$ cat src/rtl/uart_pkg.sv
// Shared UART definitions: FSM state encoding and frame constants,
// used by both the transmitter and the receiver.
package uart_pkg;

    typedef enum logic [2:0] {
        IDLE,
        START,
        DATA,
        PARITY,
        STOP
    } uart_state_e;

    localparam int UART_DATA_BITS          = 8;
    localparam int UART_DEFAULT_BAUD_SCALE = 10416;

endpackage

$ cat src/rtl/uart_baud_tick.sv
// Bit-period divider: strobes tick on the last cycle of each bit period and
// pre_tick one cycle earlier; restart re-phases the period to the current edge.
module uart_baud_tick #(
    parameter int _BAUD_SCALE = 10416
) (
    input  logic clk,
    input  logic nreset,
    input  logic restart,
    output logic tick,
    output logic pre_tick
);

    localparam int            CW   = $clog2(_BAUD_SCALE);
    localparam logic [CW-1:0] LAST = CW'(_BAUD_SCALE - 1);
    localparam logic [CW-1:0] PRE  = CW'(_BAUD_SCALE - 2);

    logic [CW-1:0] cnt;

    always_ff @(posedge clk or negedge nreset) begin
        if (!nreset)
            cnt <= '0;
        else if (restart || cnt == LAST)
            cnt <= '0;
        else
            cnt <= cnt + CW'(1);
    end

    assign tick     = (cnt == LAST);
    assign pre_tick = (cnt == PRE);

endmodule

$ cat src/rtl/uart_transmitter.sv
// 8N1 UART transmitter with valid/ready byte input and registered serial line.
// Define UART_TX_PARITY_EN to insert an even-parity bit before the stop bit.
module uart_transmitter
    import uart_pkg::*;
#(
    parameter int _BAUD_SCALE = UART_DEFAULT_BAUD_SCALE
) (
    input  logic       clk,
    input  logic       nreset,
    input  logic [7:0] tx_data,
    input  logic       tx_valid,
    output logic       tx_ready,
    output logic       tx_done,
    output logic       txd
);

    uart_state_e state;
    logic [7:0]  shreg;
    logic [2:0]  bit_idx;
    logic        accept;
    logic        tick;
    logic        pre_tick;
`ifdef UART_TX_PARITY_EN
    logic        par;
`endif

    assign accept = tx_valid && tx_ready;

    uart_baud_tick #(
        ._BAUD_SCALE(_BAUD_SCALE)
    ) u_baud (
        .clk      (clk),
        .nreset   (nreset),
        .restart  (accept),
        .tick     (tick),
        .pre_tick (pre_tick)
    );

    always_ff @(posedge clk or negedge nreset) begin
        if (!nreset) begin
            state    <= IDLE;
            txd      <= 1'b1;
            tx_ready <= 1'b1;
            tx_done  <= 1'b0;
            shreg    <= '0;
            bit_idx  <= '0;
`ifdef UART_TX_PARITY_EN
            par      <= 1'b0;
`endif
        end else begin
            tx_done <= 1'b0;
            case (state)
                IDLE: if (accept) begin
                    shreg    <= tx_data;
                    bit_idx  <= '0;
                    txd      <= 1'b0;
                    tx_ready <= 1'b0;
                    state    <= START;
`ifdef UART_TX_PARITY_EN
                    par      <= ^tx_data;
`endif
                end
                START: if (tick) begin
                    txd   <= shreg[0];
                    shreg <= {1'b0, shreg[7:1]};
                    state <= DATA;
                end
                DATA: if (tick) begin
                    if (bit_idx == 3'(UART_DATA_BITS - 1)) begin
                        bit_idx <= '0;
`ifdef UART_TX_PARITY_EN
                        txd     <= par;
                        state   <= PARITY;
`else
                        txd     <= 1'b1;
                        state   <= STOP;
`endif
                    end else begin
                        txd     <= shreg[0];
                        shreg   <= {1'b0, shreg[7:1]};
                        bit_idx <= bit_idx + 3'd1;
                    end
                end
`ifdef UART_TX_PARITY_EN
                PARITY: if (tick) begin
                    txd   <= 1'b1;
                    state <= STOP;
                end
`endif
                // Release one cycle early so a held tx_valid lands its start bit
                // exactly when the stop bit's period ends.
                STOP: if (pre_tick) begin
                    tx_ready <= 1'b1;
                    tx_done  <= 1'b1;
                    state    <= IDLE;
                end
                default: begin
                    txd      <= 1'b1;
                    tx_ready <= 1'b1;
                    state    <= IDLE;
                end
            endcase
        end
    end

endmodule
$ cat config.mk
export PLATFORM = sky130hd
export DESIGN_NAME = uart_transmitter
export DESIGN_NICKNAME = d
export VERILOG_FILES = /design/src/rtl/uart_pkg.sv /design/src/rtl/uart_baud_tick.sv /design/src/rtl/uart_transmitter.sv
export SDC_FILE = /design/constraint.sdc
export NUM_CORES = 1
export LEC_CHECK = 0
export BUFFER_PORTS_ARGS = -buffer_cell sky130_fd_sc_hd__buf_2
export CAP_MARGIN = 20
export CORE_MARGIN = 2
export CORE_UTILIZATION = 40
export DETAILED_ROUTE_END_ITERATION = 10
export GPL_TIMING_DRIVEN = 0
export PLACE_DENSITY = 0.67
export SYNTH_ARGS = -nofsm -noshare
export SYNTH_HDL_FRONTEND = slang
export SYNTH_SLANG_ARGS = --single-unit
$ cat constraint.sdc
create_clock -name clk -period 2.7 [get_ports clk]
set_clock_uncertainty 0.2 [all_clocks]
set_input_delay 0.27 -clock clk [delete_from_list [all_inputs] [get_ports clk]]
set_output_delay 0.27 -clock clk [all_outputs]
set_load 0.01 [all_outputs]
Word level (Yosys, flattened, before mapping)

Index checks and enable logic that the tools add are counted.

Register bits: 31
Memories: 0
Output and inout port bits: 3
Bits of input ports: 11
RAM bits: 0
Logic and storage cells: 59
Bits in read-only memories: 0
Bits in latches: 0

Shift operators: 0
$mul: 0
Multiplexer cells: 25
Eq/ne operators: 12
Bitwise operators: 2
Order comparisons: 0
Add/subtract/negate cells: 2
Reduce and logical (&&, ||, !) cells: 11
Divide/modulo/power cells: 0

Operators with widths:

| operator              | number |
|---|---|
| $mux 8                | 4 |
| $eq 14x14->1 const B  | 2 |
| $mux 3                | 8 |
| $pmux 8 s3            | 1 |
| $add 14x1->14 const B | 1 |
| $mux 14               | 1 |
| $pmux 3 s4            | 1 |
| $ne 2x2->1 const B    | 5 |
| $reduce_and 5->1      | 2 |
| $mux 1                | 7 |
| $eq 3x3->1 const B    | 2 |
| $pmux 3 s2            | 1 |
| $reduce_and 3->1      | 2 |
| $pmux 1 s4            | 1 |
| $reduce_and 4->1      | 1 |
| $add 3x1->3 const B   | 1 |
| $eq 3x1->1 const B    | 1 |
| $eq 3x2->1 const B    | 1 |
| $logic_not 3->1       | 1 |
| $pmux 1 s3            | 1 |
| $reduce_bool 3->1     | 1 |
| $ne 2x1->1 const B    | 1 |
| $not 1->1             | 2 |
| $reduce_bool 2->1     | 1 |
| 3 further kinds       | 3 |

Depth between registers and ports, before layout

Gate-level depths: netlist (run 1).

Word-level depth: 4
Depth in mapped cells: 6
Mapped depth without buffers: 6

Cells and area by module

Synthesis (run 1) repeated with hierarchy kept, for this count alone.

Cells, all modules: 157
Area total of the unflattened synthesis: 1714.1 sq um

Modules (own cells, without submodules):

| module           | area each (sq um) | times used | seq. area each (sq um) | cells an instance |
|---|---|---|---|---|
| uart_transmitter | 952.2             | 1          | 427.9                  | 85 |
| uart_baud_tick   | 762.0             | 1          | 350.3                  | 72 |

Worst setup path before layout (run 1)

OpenSTA, ideal clock, no wires.

Kind: flip-flop to flip-flop
From: register bit_idx[0]
To: register shreg[0]
Clock period less this slack: 2.084 ns
Arrival: 1.759 ns
Setup slack: 0.616 ns
Setup time: 0.125 ns
Path buffers: 0
Required time: 2.375 ns
Stages on the path, launching flop included: 6
Cell sequence: dfrtp_1 ha_1 ha_1 o22a_1 a211oi_4 mux2_2

Word-level cells in the longest chain between the ends: 3

RTL lines:

| element                    | RTL line               | text |
|---|---|---|
| from (decl)                | uart_transmitter.sv:19 | `logic [2:0] bit_idx;` |
| from (signal assigned)     | uart_transmitter.sv:81 | `bit_idx <= bit_idx + 3'd1;` |
| $eq 3x3->1                 | uart_transmitter.sv:69 | `if (bit_idx == 3'(UART_DATA_BITS - 1)) begin` |
| $ne 2x2->1 (no line)       | -                      |  |
| $reduce_and 5->1 (no line) | -                      |  |
| to (signal assigned)       | uart_transmitter.sv:54 | `shreg <= tx_data;` |
| to (signal assigned)       | uart_transmitter.sv:65 | `shreg <= {1'b0, shreg[7:1]};` |
| to (signal assigned)       | uart_transmitter.sv:80 | `shreg <= {1'b0, shreg[7:1]};` |
| to (decl)                  | uart_transmitter.sv:18 | `logic [7:0] shreg;` |

Every way passes these cells.
A chain may end at the register's enable or synchronous reset.

Final worst setup path (run 1)

From: register bit_idx[0]
To: register shreg[5]

The elaborated chain is that of the path after synthesis.

==> metrics.txt, run 1 <==
Synth Instances 159; pre-CTS WS 450 ps; Final Hold Viols 0; RSZ-0062 raised after global routing false; CP Data Arrival Time 2250 ps; Total Neg Setup Slack 0 ps; Worst Path Buf+Inv 0; H-tree levels 2; EDFF count, synth 0; Die X-Extent 68.7 µm; First-pass DRT Iterations 4; worst setup path class reg2reg; most frequent CP cell ha_1; die area 4720 µm²; io pins 14; Top FF cell, synth dfrtp_1; worst vdd ir 0.241 mV; Area growth syn-to-layout 13.4%; CP endpoint kind flop; #FFs+latches synth 31; Hold Path Class in2reg; final worst slack 413 ps; ys async rst share 1.00; list of most frequent post-synthesis cells dfrtp_1 (29), nor2_1 (16), mux2_2 (14), xnor2_1 (12), nand2_1 (10); crit path launch type flop; Global Route Usage Sum 0.162; fin crit period 2290 ps; Remaining DRCs 0; vias in the first global route 1245; fin crit share 0.847; # port buffers 13; slowest library cell on the worst path a211oi_4; top post-synthesis cells by area dfrtp_1 (43%), mux2_2 (9.4%), xnor2_1 (6.3%); cell chain of the critical path ha_1, ha_1, o22a_1, a211oi_4, mux2_2; final WL 3250 µm; largest net degree at the start of global routing 32; Post-Synthesis Mean Instance Area 10.5 µm²; core box area 4030 µm²; WP data required 2660 ps; post-synthesis sequential area ratio 0.465; CTS tree yes; Avg Vias per Cell 5.43; Max-Cap Viols 0; CTS sink cnt 31; post_cts resized 0; Syn. warnings 0; f_max 437 MHz; antenna diode count 0; P_leak 0.802 nW; clk_lat worst skew 280 ps; DR vias 1249; WL/cell 14.1 µm; Post-CTS Setup Bufs 0; Final Setup Violations 0; CP Max Fanout 9; Crit path max-delay family compound AO/OA/AOI/OAI gates; Yosys cell types 35; RePlAce Congestion 0.852; grt ovf 0; CTS max path bufs 2; CP peak stage delay 470 ps; post-synth top area cell dfrtp_1; worst slew pin tran 684 ps; root buffer cell clkbuf_8; initial core utilization 0.416; first-pass GRT wire length 5700 µm; initial drt markers 72; top-count cell post-synth dfrtp_1; num rows 23; outcome finished clean; Post-DRT Antenna Nets 0; share of layout cells above drive strength 1 0.256; Netlist Area Pre-Place 1680 µm²; Clock Pin Slew Worst Setup and Hold Paths 70 ps; Final HPWL DP 2260 µm; initial antenna violation count 0; CTS Buf Count 5; max-slew violations 0; Total Nets Final 195; syn_nets 174; Power Density 587 nW/µm²; die height 68.7 µm; Yosys top cell area share 0.433; Slew Limit Headroom 0.544
kinds of logic after synthesis:
logic type | share of synthesized area
and+or+nand+nor | 0.193
DFF | 0.465
AOI/OAI and AO/OA | 0.0919
muxes | 0.118
xor gates and xnor gates | 0.0680
buffers and inverters | 0.0343
adders and majority gates | 0.0299
routing by layer:
metal  part of all wire  vias up  GRT usage
met5                  0        -          0
li1                   -      602          -
met2               0.48       21      0.256
met4              0.018        0     0.0686
met1               0.47      619      0.206
met3              0.034        7     0.0487
path summary, 6_finish.rpt:
| kind | start | slack, ps | depth (start not counted) | endpoint |
|---|---|---|---|---|
| setup / recovery | bit_idx[0] | 410 | 5 | shreg[5] |
| hold / removal | tx_valid | 3 | 2 | u_baud.cnt[2] |
| setup reg to reg | bit_idx[0] | 410 | 5 | shreg[5] |
| hold reg to reg | txd | 310 | 1 | txd |
| max in group asynchronous | nreset | 1490 | 2 | u_baud.cnt[8] |
| min in group asynchronous | nreset | 360 | 2 | bit_idx[2] |
state kept, by name (all words and copies together), names as in the netlist:
signal	count
txd	1
tx_ready	1
bit_idx	3
tx_done	1
shreg	8
u_baud.cnt	14
state	3
layout make-up:
class,count,area [µm²]
Timing Repair Buffer,14,75.1
Sequential cell,31,778
Inverter,7,26.3
Buffer,6,31.3
Fill cell,392,2130
Tap cell,50,62.6
Clock inverter,1,5.00
Clock buffer,6,82.6
Multi-Input combinational cell,115,840
timing repair:
item                                   CTS  global route
hold buffers                             1             0
endpoints found under the hold margin   29             0
setup endpoints to repair                0             0
power by group:
| group | total (mW) | internal, mW | switching, mW |
|---|---|---|---|
| registers | 0.578 | 0.538 | 0.0401 |
| clock network | 0.365 | 0.200 | 0.166 |
| logic | 0.171 | 0.104 | 0.0672 |
| total | 1.11 | 0.842 | 0.273 |
per-stage QoR:
step	instance area [µm²]	hold WS (ps)	instances	power (mW)	utilization
2_1_floorplan	1680	-226	159	0.701	-
3_3_place_gp	1800	137	222	0.743	0.448
3_5_place_dp	1800	157	222	0.758	0.448
4_1_cts	1900	0.696	230	1.13	0.472
5_1_grt	1900	16.8	230	1.18	0.472
6_report	1900	2.91	230	1.11	0.472
cells in the final DEF, fill, tap and decap left out, types with 2 or more instances in the layout:
master     Yosys  final
dfrtp_1       29     29
nor2_1        16     16
buf_2          1     14
mux2_2        14     14
xnor2_1       12     12
nand2_1       10     10
a21oi_1        7      7
nand3_1        6      6
inv_1          6      6
o21ai_0        6      6
clkbuf_8       0      6
and3_1         5      5
nor4_1         5      5
clkbuf_1       4      4
mux2i_1        4      4
ha_1           4      4
nand4_1        3      3
nor3_1         3      3
and4bb_2       2      2
and4_2         2      2
nand2b_1       2      2
a2bb2oi_1      2      2
a211o_1        2      2
dfstp_2        2      2
Note: power is estimated with default switching activity, not from simulation.
==> inputs of run 2 (changes only) <==
--- a/config.mk
+++ b/config.mk
@@ -5,13 +5,14 @@
 export SDC_FILE = /design/constraint.sdc
 export NUM_CORES = 1
 export LEC_CHECK = 0
+export ABC_AREA = 1
 export BUFFER_PORTS_ARGS = -buffer_cell sky130_fd_sc_hd__buf_2
 export CAP_MARGIN = 20
 export CORE_MARGIN = 2
 export CORE_UTILIZATION = 40
 export DETAILED_ROUTE_END_ITERATION = 10
 export GPL_TIMING_DRIVEN = 0
-export PLACE_DENSITY = 0.67
+export PLACE_DENSITY = 0.69
 export SYNTH_ARGS = -nofsm -noshare
 export SYNTH_HDL_FRONTEND = slang
 export SYNTH_SLANG_ARGS = --single-unit
==> constraint.sdc (replaced) <==
create_clock -name clk -period 1.94 [get_ports clk]
set_clock_uncertainty 0.2 [all_clocks]
set_input_delay 0.194 -clock clk [delete_from_list [all_inputs] [get_ports clk]]
set_output_delay 0.194 -clock clk [all_outputs]
set_load 0.01 [all_outputs]
==> run 2 against run 1 <==
Against the previous run:
- register-to-register slack worse by 280 ps
- sequential share of layout area decreased by 1.2 points
- wire length increased by 3.6%
- sequential cell count unchanged
- clock-buffer cell count did not move
- highest routed layer unchanged
- design area is 2.9% higher
- cell count up 29%
- critical path depth rose by 3
- critical endpoint is now shreg[3]
- total power up 150%
- critical path type unchanged
- non-clock buffer count is 3 lower
==> metrics.txt, run 2 <==
outcome finished clean (unchanged); DR vias 1405 (was 1249); WP data required 1910 ps (was 2660 ps); Final Setup Violations 0 (unchanged); initial core utilization 0.419 (was 0.416); cell-internal power 1.57 mW (was 0.842 mW); list of most frequent post-synthesis cells nand2_1 (87), dfrtp_1 (29), nor2_1 (24), inv_1 (21), nand3_1 (13) (was dfrtp_1 (29), nor2_1 (16), mux2_2 (14), xnor2_1 (12), nand2_1 (10)); Hold Path Class in2reg (unchanged); Syn. warnings 0 (unchanged); CTS sink cnt 31 (unchanged); Seq pwr share 0.353 (was 0.519); Die X-Extent 69.2 µm (was 68.7 µm); CP Data Arrival Time 1780 ps (was 2250 ps); worst vdd ir 0.630 mV (was 0.241 mV); fin crit share 0.932 (was 0.847); Post-DRT Antenna Nets 0 (unchanged); num rows 23 (unchanged); most frequent cells in the layout nand2_1 (87), dfrtp_1 (29), nor2_1 (23), inv_1 (21) (was dfrtp_1 (29), nor2_1 (16), buf_2 (14), mux2_2 (14), xnor2_1 (12)); Hold Worst Slack 8.89 ps (was 2.91 ps); initial antenna violation count 0 (unchanged); die area 4790 µm² (was 4720 µm²); Remaining DRCs 0 (unchanged); Synth Instances 223 (was 159); CP endpoint kind flop (unchanged); PnR Total Power 2.74 mW (was 1.11 mW); Global Route Usage Sum 0.158 (was 0.162); layout filler cell count 415 (was 392); Slew Limit Headroom 0.530 (was 0.544); top-count cell post-synth nand2_1 (was dfrtp_1); clk_lat worst skew 280 ps (about the same); post-synth top area cell dfrtp_1 (unchanged); Final Hold Viols 0 (unchanged); #FFs+latches synth 31 (unchanged); first-pass GRT wire length 6120 µm (was 5700 µm); Total Nets Final 261 (was 195); fin crit period 1810 ps (was 2290 ps); final WL 3370 µm (was 3250 µm); EDFF count, synth 0 (unchanged); die height 69.2 µm (was 68.7 µm); CP Max Fanout 8 (was 9); max reg flops 14 (unchanged); root buffer cell clkbuf_8 (unchanged); Final HPWL DP 2400 µm (was 2260 µm); Post-Layout Cell Count 296 (was 230); placed instance count 286 (was 222); R2R Setup Slk 130 ps (was 410 ps); post-synthesis sequential area ratio 0.457 (was 0.465); commonest non-fill, non-tap cell in the layout nand2_1 (was dfrtp_1); Post-Synthesis Mean Instance Area 7.63 µm² (was 10.5 µm²); switching fraction of total power 0.428 (was 0.245); H-tree levels 2 (unchanged); Hold Path Sink shreg[4] (was u_baud.cnt[2]); f_max 553 MHz (was 437 MHz); r2r endpoint shreg[3] (was shreg[5]); logic gate share of total power 0.461 (was 0.153); Top FF cell, synth dfrtp_1 (unchanged); share of layout cells above drive strength 1 0.175 (was 0.256); hold path depth 5 (was 2); biggest regs u_baud.cnt x14, shreg x8 (unchanged); RePlAce Congestion 0.862 (was 0.852); grt ovf 0 (unchanged); CTS tree yes (unchanged); largest net degree at the start of global routing 32 (unchanged); ys async rst share 1.00 (unchanged); Yosys cell types 27 (was 35); io pins 14 (unchanged); clock share of power 0.187 (was 0.328); cell count of the worst reg-to-reg path 8 (was 5); Yosys top cell area share 0.426 (was 0.433); crit path launch type flop (unchanged); WL/cell 11.4 µm (was 14.1 µm); RR Startpoint u_baud.cnt[0] (was bit_idx[0]); RSZ-0062 raised after global routing true (was false); Worst Hold Launch tx_data[4] (was tx_valid); top post-synthesis cells by area dfrtp_1 (43%), nand2_1 (19%), nor2_1 (5.3%) (was dfrtp_1 (43%), mux2_2 (9.4%), xnor2_1 (6.3%)); Max-Cap Viols 0 (unchanged); CTS Buf Count 5 (unchanged); Clock Pin Slew Worst Setup and Hold Paths 60 ps (was 70 ps); vias in the first global route 1367 (was 1245); Psw 1.17 mW (was 0.273 mW); P_leak 1.02 nW (was 0.802 nW); First-pass DRT Iterations 4 (unchanged); initial drt markers 65 (was 72); worst setup path class reg2reg (unchanged); CTS max path bufs 2 (unchanged); Netlist Area Pre-Place 1700 µm² (was 1680 µm²); antenna diode count 0 (unchanged); Power Density 1400 nW/µm² (was 587 nW/µm²); worst slew pin tran 705 ps (was 684 ps); Biggest register u_baud.cnt (unchanged); # port buffers 13 (unchanged); Area growth syn-to-layout 14.9% (was 13.4%); Avg Vias per Cell 4.75 (was 5.43); max-slew violations 0 (unchanged); core box area 4060 µm² (was 4030 µm²); syn_nets 238 (was 174); final core utilization 0.482 (was 0.472)
[run 2: cell count changes after synthesis, sizes merged, moves of 5 or more]
cell | previous run | this run
inv | 7 | 23
xnor2 | 12 | 1
nand2 | 10 | 93
and3 | 5 | 0
mux2 | 14 | 0
nor2 | 17 | 29
nor4 | 5 | 0
nand3 | 6 | 14
[run 2: what timing repair did]
| action | in CTS | in global routing |
|---|---|---|
| endpoints found under the hold margin | 31 | 0 |
| hold buffers | 3 | 0 |
| endpoints found under the setup margin | 0 | 5 |
| resized for setup | 0 | 3 |
| setup buffers | 0 | 0 |
[run 2: worst max path at each step]
stage	to	depth (start not counted)	from	slack, ps
2_1_floorplan	shreg[0]	6	tx_ready	330
3_3_place_gp	u_baud.cnt[4]	8	u_baud.cnt[0]	160
3_5_place_dp	u_baud.cnt[4]	8	u_baud.cnt[0]	140
4_1_cts	shreg[3]	8	u_baud.cnt[0]	120
5_1_grt	u_baud.cnt[13]	8	u_baud.cnt[0]	-3
6_report	shreg[3]	8	u_baud.cnt[0]	130
[run 2: cell type report]
| type | count | area [µm²] | share of cell area |
|---|---|---|---|
| plain buffers | 1 | 11.3 | 0.00576 |
| clock buffers | 6 | 82.6 | 0.0422 |
| clock inverters | 1 | 5.00 | 0.00256 |
| inverters | 23 | 88.8 | 0.0454 |
| multi-input cells | 168 | 832 | 0.425 |
| flip-flops and latches | 31 | 778 | 0.398 |
| well taps | 50 | 62.6 | 0.0320 |
| repair buffers | 16 | 95.1 | 0.0486 |
[run 2: layer usage]
layer	global-route usage	wire, µm	vias to the layer above
li1	-	-	743
met1	0.198	1550	640
met2	0.261	1670	17
met3	0.0392	82	5
met4	0.0654	60	0
met5	0	0	-
[run 2: per-stage QoR]
| stage | setup WS (ps) | setup TNS, ps | instance area, µm² |
|---|---|---|---|
| finish | 132 | 0 | 1960 |
| global route | -2.71 | -2.71 | 1960 |
| global placement | 163 | 0 | 1830 |
| detailed placement | 137 | 0 | 1830 |
| floorplan | 328 | 0 | 1700 |
| CTS | 124 | 0 | 1950 |
[run 2: power groups by stage]
stage,registers [mW],logic [mW],clock network [mW]
2_1_floorplan,0.956,0.987,0
5_1_grt,0.995,1.46,0.560
3_5_place_dp,0.975,1.25,0
3_3_place_gp,0.965,1.22,0
4_1_cts,0.966,1.26,0.530
6_report,0.965,1.26,0.512
[run 2: worst max-delay path: stages (launching register included)]
cell,delay [ps]
dfrtp_1,390
ha_2,210
nand3_2,140
nor2_4,150
nand2_4,80
a21boi_4,250
nand2_4,120
nand2_1,80
nand2_1,60
[run 2: cell families after synthesis]
group / after synthesis / share of synthesized area
adders and majority gates: 4 / 0.0294
and+or+nand+nor: 146 / 0.385
AOI/OAI and AO/OA: 17 / 0.0647
xor gates and xnor gates: 1 / 0.00515
buffers and inverters: 24 / 0.0588
DFF: 31 / 0.457
